## config.mk

```make
export PLATFORM = sky130hd
export DESIGN_NAME = enemy_tank_ctrl
export DESIGN_NICKNAME = d
export VERILOG_FILES = /design/src/rtl/tank_pkg.sv /design/src/rtl/enemy_tank_ctrl_lfsr16.sv /design/src/rtl/enemy_tank_ctrl.sv
export SDC_FILE = /design/constraint.sdc
export NUM_CORES = 1
export LEC_CHECK = 0
export CORE_ASPECT_RATIO = 0.5
export CORE_MARGIN = 3
export CORE_UTILIZATION = 52
export DETAILED_ROUTE_END_ITERATION = 8
export PLACE_DENSITY = 0.78
export SETUP_SLACK_MARGIN = 0.05
export SLEW_MARGIN = 20
export SYNTH_ARGS = -nofsm -noshare
export SYNTH_HDL_FRONTEND = slang
export SYNTH_HIERARCHICAL = 1
export SYNTH_SLANG_ARGS = --single-unit
```

## constraint.sdc

```tcl
create_clock -name frame_clk -period 6.89 [get_ports frame_clk]
set_input_delay 1.378 -clock frame_clk [delete_from_list [all_inputs] [get_ports frame_clk]]
set_output_delay 1.378 -clock frame_clk [all_outputs]
set_load 0.02 [all_outputs]
```

## src/rtl/tank_pkg.sv

```systemverilog
// Shared tank definitions: one-hot directions, AI state encoding, playfield limits
// and small helpers used by the enemy-tank controller.
package tank_pkg;

  typedef logic [3:0] dir_t;

  localparam dir_t DIR_UP    = 4'b0001;
  localparam dir_t DIR_DOWN  = 4'b0010;
  localparam dir_t DIR_LEFT  = 4'b0100;
  localparam dir_t DIR_RIGHT = 4'b1000;

  typedef enum logic [1:0] {
    SPAWN_WAIT = 2'd0,
    CRUISE     = 2'd1,
    TURN       = 2'd2,
    PAUSE      = 2'd3
  } ai_state_t;

  localparam int unsigned X_MIN = 80;
  localparam int unsigned X_MAX = 528;
  localparam int unsigned Y_MAX = 448;

  // Direction index 0..3 (up, down, left, right) to one-hot.
  function automatic dir_t idx_to_dir(input logic [1:0] idx);
    return dir_t'(4'b0001 << idx);
  endfunction

  function automatic logic [10:0] abs11(input logic signed [10:0] v);
    return v[10] ? 11'(-v) : 11'(v);
  endfunction

endpackage

```

## src/rtl/enemy_tank_ctrl_lfsr16.sv

```systemverilog
// 16-bit Galois LFSR (x^16+x^14+x^13+x^11+1), stepping once per frame.
module lfsr16 (
  input  logic        frame_clk,
  input  logic        Reset_n,
  input  logic [15:0] seed,
  output logic [15:0] lfsr
);

  logic [15:0] lfsr_q;
  logic [15:0] lfsr_d;

  always_comb begin
    lfsr_d = {1'b0, lfsr_q[15:1]} ^ (lfsr_q[0] ? 16'hB400 : 16'h0000);
  end

  // NOTE: sequential state uses non-blocking assignments only; the combinational
  // next-state logic lives in always_comb with every output defaulted first.
  always_ff @(posedge frame_clk) begin
    if (!Reset_n) lfsr_q <= (seed == 16'h0000) ? 16'h0001 : seed;
    else          lfsr_q <= lfsr_d;
  end

  assign lfsr = lfsr_q;

endmodule

```

## src/rtl/enemy_tank_ctrl.sv

```systemverilog
// Autonomous enemy tank driver: random cruise/turn/pause movement with a
// line-of-sight fire rule; all outputs registered on frame_clk.
module enemy_tank_ctrl
  import tank_pkg::*;
#(
  parameter logic [15:0] LFSR_SEED         = 16'hACE1,
  parameter logic [3:0]  DIR_SPAWN         = 4'b0010,
  parameter int          SPAWN_WAIT_FRAMES = 60,
  parameter int          MIN_RUN           = 16,
  parameter int          PAUSE_FRAMES      = 8,
  parameter int          FIRE_COOLDOWN     = 45,
  parameter int          ALIGN_TOL         = 8
) (
  input  logic       frame_clk,
  input  logic       Reset_n,
  input  logic       enable,
  input  logic       blocked,
  input  logic       got_hit,
  input  logic [9:0] tank_x,
  input  logic [9:0] tank_y,
  input  logic [3:0] tank_dir,
  input  logic [9:0] player_x,
  input  logic [9:0] player_y,
  input  logic       bullet_active,
  output logic       move_up,
  output logic       move_down,
  output logic       move_left,
  output logic       move_right,
  output logic       fire,
  output logic [1:0] ai_state
);

  logic [15:0] lfsr;

  lfsr16 u_lfsr (
    .frame_clk (frame_clk),
    .Reset_n   (Reset_n),
    .seed      (LFSR_SEED),
    .lfsr      (lfsr)
  );

  logic unused_lfsr_bit;
  assign unused_lfsr_bit = lfsr[11];

  ai_state_t   state_q, state_d;
  logic [7:0]  wait_q, wait_d;
  logic [6:0]  run_q, run_d;
  logic [6:0]  cool_q, cool_d;
  dir_t        dir_q, dir_d;
  logic        tfb_q, tfb_d;
  dir_t        move_q, move_d;
  logic        fire_q, fire_d;

  // Signed player-minus-tank offsets; positive dy means the player is below.
  logic signed [10:0] dx, dy;
  logic        [10:0] adx, ady;
  logic               x_aligned, y_aligned, los;

  assign dx  = $signed({1'b0, player_x}) - $signed({1'b0, tank_x});
  assign dy  = $signed({1'b0, player_y}) - $signed({1'b0, tank_y});
  assign adx = abs11(dx);
  assign ady = abs11(dy);
  assign x_aligned = (adx <= 11'(ALIGN_TOL));
  assign y_aligned = (ady <= 11'(ALIGN_TOL));

  always_comb begin
    los = 1'b0;
    case (tank_dir)
      DIR_UP:    los = x_aligned && (player_y < tank_y);
      DIR_DOWN:  los = x_aligned && (player_y > tank_y);
      DIR_LEFT:  los = y_aligned && (player_x < tank_x);
      DIR_RIGHT: los = y_aligned && (player_x > tank_x);
      default:   los = 1'b0;
    endcase
  end

  // New heading for a TURN frame: random, chase override, then block avoidance.
  logic [1:0] turn_idx;

  always_comb begin
    turn_idx = lfsr[1:0];
    if (lfsr[3:2] == 2'b00) begin
      if (adx > ady) turn_idx = dx[10] ? 2'd2 : 2'd3;
      else           turn_idx = dy[10] ? 2'd0 : 2'd1;
    end
    if (tfb_q && (idx_to_dir(turn_idx) == dir_q)) turn_idx = turn_idx + 2'd1;
  end

  always_comb begin
    state_d = state_q;
    wait_d  = wait_q;
    run_d   = run_q;
    cool_d  = cool_q;
    dir_d   = dir_q;
    tfb_d   = tfb_q;
    fire_d  = 1'b0;

    if (got_hit) begin
      state_d = SPAWN_WAIT;
      wait_d  = 8'(SPAWN_WAIT_FRAMES);
      dir_d   = DIR_SPAWN;
      tfb_d   = 1'b0;
    end else if (!enable) begin
      state_d = SPAWN_WAIT;
      wait_d  = 8'(SPAWN_WAIT_FRAMES);
    end else begin
      fire_d = ((state_q == CRUISE) || (state_q == PAUSE)) && (cool_q == 7'd0) &&
               !bullet_active && (los || (lfsr[15:12] == 4'h0));
      if (fire_d)              cool_d = 7'(FIRE_COOLDOWN);
      else if (cool_q != 7'd0) cool_d = cool_q - 7'd1;

      case (state_q)
        SPAWN_WAIT, PAUSE: begin
          if (wait_q <= 8'd1) state_d = TURN;
          else                wait_d  = wait_q - 8'd1;
        end
        TURN: begin
          dir_d   = idx_to_dir(turn_idx);
          run_d   = 7'(MIN_RUN) + 7'(lfsr[9:4]);
          state_d = CRUISE;
        end
        CRUISE: begin
          if (blocked) begin
            tfb_d   = 1'b1;
            state_d = TURN;
          end else if (run_q <= 7'd1) begin
            tfb_d = 1'b0;
            if (lfsr[10]) begin
              state_d = PAUSE;
              wait_d  = 8'(PAUSE_FRAMES);
            end else begin
              state_d = TURN;
            end
          end else begin
            run_d = run_q - 7'd1;
          end
        end
        default: state_d = SPAWN_WAIT;
      endcase
    end

    move_d = (state_d == CRUISE) ? dir_d : 4'b0000;
  end

  always_ff @(posedge frame_clk) begin
    if (!Reset_n) begin
      state_q <= SPAWN_WAIT;
      wait_q  <= 8'(SPAWN_WAIT_FRAMES);
      run_q   <= 7'd0;
      cool_q  <= 7'd0;
      dir_q   <= DIR_SPAWN;
      tfb_q   <= 1'b0;
      move_q  <= 4'b0000;
      fire_q  <= 1'b0;
    end else begin
      state_q <= state_d;
      wait_q  <= wait_d;
      run_q   <= run_d;
      cool_q  <= cool_d;
      dir_q   <= dir_d;
      tfb_q   <= tfb_d;
      move_q  <= move_d;
      fire_q  <= fire_d;
    end
  end

  assign move_up    = move_q[0];
  assign move_down  = move_q[1];
  assign move_left  = move_q[2];
  assign move_right = move_q[3];
  assign fire       = fire_q;
  assign ai_state   = state_q;

endmodule
```

---- Yosys cells after proc, flatten, opt, wreduce, memory -nomap -nowiden ----
Cells that the tools add are included.
word-level totals
  bits in registers ....................... 50
  logic and storage cells ................. 106
operators by class
  add/subtract/negate cells ............... 9
  order comparisons ....................... 9
  eq/ne operators ......................... 14
  shift operators ......................... 2
  multiplexer cells ....................... 31
  bitwise gates (word level) .............. 4
  reduce and logical (&&, ||, !) cells .... 28
operators by type and width
  operator                                                                           number
  8-bit 2-to-1 mux                                                                   4
  7-bit 2-to-1 mux                                                                   4
  11-bit by 4-bit less-or-equal comparator with 1-bit output, second input constant  2
  11-bit 2-to-1 mux                                                                  2
  11-bit negator                                                                     2
  10-bit by 10-bit subtractor with 11-bit output                                     2
  10-bit > comparator                                                                2
  10-bit < comparator                                                                2
  16-bit 2-to-1 mux                                                                  1
  2-bit 2-to-1 mux                                                                   8
  8-bit one-hot mux with 2 select lines                                              1
  15-bit by 16-bit bitwise XOR with 16-bit output                                    1
  7-bit one-hot mux with 2 select lines                                              1
  7-bit by 1-bit subtractor with 7-bit output, second input constant                 2
  4-bit 2-to-1 mux                                                                   3
  11-bit > comparator                                                                1
  5-bit AND reduction                                                                2
  8-bit by 1-bit less-or-equal comparator with 1-bit output, second input constant   1
  1-bit logical AND                                                                  8
  2-bit nonzero test                                                                 4
  1-bit by 2-bit << shifter with 4-bit output, first input constant                  2
  8-bit by 1-bit subtractor with 8-bit output, second input constant                 1
  5-bit by 6-bit adder with 7-bit output, first input constant                       1
  7-bit by 1-bit less-or-equal comparator with 1-bit output, second input constant   1
  other kinds (24)                                                                   39

---- Depth between registers and ports, before layout ----
  word-level depth ........................ 14
  depth in mapped cells ................... 29

---- Cells and area by module ----
Netlist, hierarchy kept.
by module, submodules not included
  module           times used  cells an instance  area each (µm²)  seq. area each (µm²)
  enemy_tank_ctrl  1           559                4225.3           680.7
  lfsr16           1           47                 595.6            320.3

---- Worst setup path after synthesis ----
No wires, ideal clock.
  path type ............................... input to register
  from .................................... in player_x[0]
  to ...................................... reg dir_q[0]
  library setup time ...................... 101 ps
  data arrival time ....................... 7004 ps
  path slack .............................. -215 ps
  cell stages on the path ................. 27
  path buffers ............................ 0
  path through ............................ inv_1 -> ha_1 -> inv_1 -> fa_1 -> a211oi_2 -> nor3_2 -> o41ai_4 -> mux2i_1 -> inv_1 -> ha_1 -> nor2b_1 -> o21a_1 -> o21a_1 -> o21a_1 -> o21a_1 -> o21ai_0 -> a21oi_1 -> nor2_1 -> a21oi_1 -> o21a_1 -> ha_1 -> xor2_1 -> nor4_1 -> nor3_1 -> mux2_2 -> or3_1 -> o41ai_1
on the way
  longest elaborated chain between the ends .. 14
  elaborated cells between the ends (all ways) .. 16
  those cells by class .................... 3 x add/sub; 1 x order compare; 1 x eq/ne; 2 x shift; 8 x mux; 1 x reduce/logical
RTL lines
  what                                              line                    source
  from (decl)                                       enemy_tank_ctrl.sv:22   input logic [9:0] player_x,
  10-bit by 10-bit subtractor with 11-bit output *  enemy_tank_ctrl.sv:59   assign dx = $signed({1'b0, player_x}) - $signed({1'b0, tank_x});
  11-bit negator                                    tank_pkg.sv:29          return v[10] ? 11'(-v) : 11'(v);
  11-bit 2-to-1 mux                                 tank_pkg.sv:29
  11-bit > comparator                               enemy_tank_ctrl.sv:83   if (adx > ady) turn_idx = dx[10] ? 2'd2 : 2'd3;
  2-bit 2-to-1 mux *                                enemy_tank_ctrl.sv:83
  2-bit 2-to-1 mux *                                enemy_tank_ctrl.sv:82   if (lfsr[3:2] == 2'b00) begin
  1-bit by 2-bit << shifter with 4-bit output       tank_pkg.sv:25          return dir_t'(4'b0001 << idx);
  4-bit equality test                               enemy_tank_ctrl.sv:86   if (tfb_q && (idx_to_dir(turn_idx) == dir_q)) turn_idx = turn_idx + 2'd1;
  1-bit logical AND                                 enemy_tank_ctrl.sv:86
  2-bit 2-to-1 mux *                                enemy_tank_ctrl.sv:86
  1-bit by 2-bit << shifter with 4-bit output *     tank_pkg.sv:25
  4-bit 2-to-1 mux *                                enemy_tank_ctrl.sv:112  case (state_q)
  4-bit 2-to-1 mux *                                enemy_tank_ctrl.sv:103  end else if (!enable) begin
  4-bit 2-to-1 mux *                                enemy_tank_ctrl.sv:98   if (got_hit) begin
  to (signal assigned)                              enemy_tank_ctrl.sv:160  dir_q <= dir_d;
  to (decl)                                         enemy_tank_ctrl.sv:49   dir_t dir_q, dir_d;
Mark *: on every way between the ends. The rest lies on a longest branch, timed or not.
A chain may end at the register's enable or synchronous reset.

---- Worst setup path in the final report ----
  from .................................... in tank_x[6]
  to ...................................... reg move_q[2]
on the way
  longest elaborated chain between the ends .. 14
  elaborated cells between the ends (all ways) .. 16
  those cells by class .................... 3 x add/sub; 1 x order compare; 1 x eq/ne; 2 x shift; 8 x mux; 1 x reduce/logical
RTL lines
  what                                              line                    source
  from (decl)                                       enemy_tank_ctrl.sv:19   input logic [9:0] tank_x,
  10-bit by 10-bit subtractor with 11-bit output *  enemy_tank_ctrl.sv:59
  11-bit negator                                    tank_pkg.sv:29
  11-bit 2-to-1 mux                                 tank_pkg.sv:29
  11-bit > comparator                               enemy_tank_ctrl.sv:83
  2-bit 2-to-1 mux *                                enemy_tank_ctrl.sv:83
  2-bit 2-to-1 mux *                                enemy_tank_ctrl.sv:82
  1-bit by 2-bit << shifter with 4-bit output       tank_pkg.sv:25
  4-bit equality test                               enemy_tank_ctrl.sv:86
  1-bit logical AND                                 enemy_tank_ctrl.sv:86
  2-bit 2-to-1 mux *                                enemy_tank_ctrl.sv:86
  1-bit by 2-bit << shifter with 4-bit output *     tank_pkg.sv:25
  4-bit 2-to-1 mux *                                enemy_tank_ctrl.sv:112
  4-bit 2-to-1 mux *                                enemy_tank_ctrl.sv:103
  4-bit 2-to-1 mux *                                enemy_tank_ctrl.sv:98
  to (signal assigned)                              enemy_tank_ctrl.sv:162  move_q <= move_d;
  to (decl)                                         enemy_tank_ctrl.sv:51   dir_t move_q, move_d;
Marked as above.

==> impl_metrics.env <==
export IMPL_fmax_mhz=148
export IMPL_grt_max_degree=27
export IMPL_core_sq_um=8860
export IMPL_cp_max_fo=7
export IMPL_synthMuxAreaShare=0.0454
export IMPL_synthAdderAreaFrac=0.128
export IMPL_synth_seq_cells=50
export IMPL_n_antenna_cell=0
export IMPL_synth_common_cells="52 x nor2_1, 50 x dfxtp_1, 46 x ha_1"
export IMPL_synth_edf_count=0
export IMPL_num_vias=5347
export IMPL_synthCells=606
export IMPL_via_per_inst=5.81
export IMPL_setup_worst_path_start_class="input port"
export IMPL_io_pins=57
export IMPL_numCtsBuffers=5
export IMPL_finClkSkew_ns=0.00489
export IMPL_p_leak_uw=0.00300
export IMPL_yosys_area_top_type="dfxtp_1"
export IMPL_drive_gt1_frac=0.294
export IMPL_cts_root_buffer="clkbuf_16"
export IMPL_seq_area_frac_synth=0.208
export IMPL_grt_pass1_wl_mm=21.9
export IMPL_die_w_um=142
export IMPL_cap_violations=0
export IMPL_netlist_top_cells_area="dfxtp_1 21%, ha_1 12%, a21oi_1 4.5%"
export IMPL_dp_hpwl_mm=9.84
export IMPL_worstPathRequired_ns=7.07
export IMPL_grt_pass1_vias=4936
export IMPL_async_flop_share=0
export IMPL_drt_iter0_markers=336
export IMPL_finalCritPeriodShare=0.978
export IMPL_power_density_nw_per_um2=208
export IMPL_wl_per_cell_um=15.8
export IMPL_routed_wl_mm=14.5
export IMPL_post_route_drc_count=0
export IMPL_synth_area_per_cell_sq_um=7.96
export IMPL_instances_no_fill=921
export IMPL_htreeDepth=2
export IMPL_yosys_area_share_simple=0.235
export IMPL_worstMarginPinSlew_ns=0.695
export IMPL_crit_path_frequent_cell="buf_4"
export IMPL_synth_top_family_by_area="compound AO/OA/AOI/OAI gates"
export IMPL_min_path_type="flip-flop to flip-flop"
export IMPL_fill_cells=543
export IMPL_gp_congestion=0.890
export IMPL_firstDrtPassIters=5
export IMPL_dp_cells=883
export IMPL_worst_setup_path_end_kind="flip-flop"
export IMPL_chipHeight_um=74.1
export IMPL_die_area_sq_um=10500
export IMPL_synthToLayoutAreaGrowth_pct=47.0
export IMPL_wl_met2_mm=7.07
export IMPL_met1Wirelength_mm=6.19
export IMPL_final_util=0.800
export IMPL_grt_usage=0.250
export IMPL_post_synth_top_count_cell="nor2_1"
export IMPL_clock_sinks=50
export IMPL_outcome="finished, final reports clean"
export IMPL_synth_ff_type="dfxtp_1"
export IMPL_peakVddDrop_uv=113
export IMPL_drv_slew=0
export IMPL_nets=901
export IMPL_tns_ns=0
export IMPL_start_util=0.544
export IMPL_wl_met3_um=758
export IMPL_numPortBuffers=56
export IMPL_arrival_ns=6.92
export IMPL_report_final_hold_viol_count=0
export IMPL_slowest_delay_ns=0.46
export IMPL_synthesis_area_sq_um=4820
export IMPL_clk_path_buf_depth=2
export IMPL_antenna_found_initial=0
export IMPL_cts_tree="done"
export IMPL_rows=24
export IMPL_top_layer_used="met4"
export IMPL_gr_total_overflow=0
export IMPL_max_slew_margin=0.535
export IMPL_setup_viol=0
export IMPL_ant_nets=0
export IMPL_path_class="input port to flip-flop"
export IMPL_yosys_warnings=6
export IMPL_crit_path_top_delay_cell="clkdlybuf4s50_1"
export IMPL_yosysTopAreaCellShare=0.208
export IMPL_synth_compound_area_frac=0.249
export IMPL_clkTransAtPathRegs_ns=0.06
export IMPL_layout_min_cycle_time_ns=6.74
export IMPL_synth_xor_area_frac=0.0818
export IMPL_synth_distinct_cells=83
export IMPL_cts_hold_buf=0
export IMPL_insertion_delay_ns=0.29
final cells by class:
type,instances,area [sq um],area share
clock buffers,6,139,0.0196
clock inverters,2,12.5,0.00177
inverters,44,165,0.0233
multi-input cells,525,4150,0.585
flip-flops and latches,50,1000,0.141
well taps,117,146,0.0207
repair buffers,177,1480,0.208
worst max-delay path, delay by kind of cell:
family | cells | cell delay (ns)
and+or+nand+nor | 10 | 1.79
adders and majority gates | 3 | 0.91
buffers and inverters | 8 | 1.29
muxes | 1 | 0.10
xor gates and xnor gates | 3 | 0.59
AOI/OAI and AO/OA | 4 | 0.85
per-stage QoR:
stage          power [uW]  setup WS, ns  hold slack, ns  instance area [sq um]
3_5_place_dp         1020        -0.539           0.443                   6250
6_report             1470         0.153           0.448                   7090
5_1_grt              1560        -0.124           0.463                   7090
2_1_floorplan         764        0.0673           0.428                   4950
3_3_place_gp         1010        -0.270           0.438                   6250
4_1_cts              1340        0.0595           0.452                   6670
sequential cells by signal, indices dropped and copies added (netlist names):
register     count
move_q           4
u_lfsr/lfsr     16
run_q            7
ai_state         2
fire             1
dir_q            4
cool_q           7
tfb_q            1
wait_q           8
layout by cell type, fill, tap and decap left out, types with 11 or more instances in the layout:
cell type        instances
buf_4                  121
dfxtp_1                 50
clkdlybuf4s50_1         50
nor2_1                  49
nand2_1                 43
inv_1                   39
a21oi_1                 37
ha_1                    35
conb_1                  32
o21ai_0                 22
xnor2_1                 21
nand3_1                 18
xor2_1                  15
nor3_1                  11
worst paths after layout:
| kind | start | end | slack [ns] | cells past startpoint |
|---|---|---|---|---|
| hold / removal | cool_q[6] | cool_q[6] | 0.45 | 1 |
| hold reg to reg | cool_q[6] | cool_q[6] | 0.45 | 1 |
| setup / recovery | tank_x[6] | move_q[2] | 0.15 | 29 |
| setup reg to reg | u_lfsr/lfsr[3] | move_q[2] | 3.84 | 14 |
cell families after synthesis:
logic type | count (synthesis)
AO/OA/AOI/OAI | 168
XOR/XNOR | 45
adder cells (fa/ha/maj) | 48
buffers and inverters | 61
flip-flops | 50
multiplexers | 20
other | 2
AND/OR/NAND/NOR | 212
what timing repair did:
| action | in CTS | in global routing |
|---|---|---|
| resized for setup | 26 | 77 |
| setup buffers | 19 | 13 |
| endpoints found under the setup margin | 8 | 8 |
| pin swaps | 8 | 45 |
report_power, final:
part / total (uW) / switching, uW / internal (uW)
Sequential: 334 / 21.4 / 313
Clock: 251 / 107 / 144
Combinational: 887 / 442 / 445
Total: 1470 / 570 / 902
per-layer routing:
layer | track usage | up-vias
met1 | 0.307 | 2523
li1 | - | 2580
met4 | 0.100 | 0
met3 | 0.0385 | 53
met2 | 0.448 | 191
met5 | 0 | -
(Power assumes the default switching activity.)
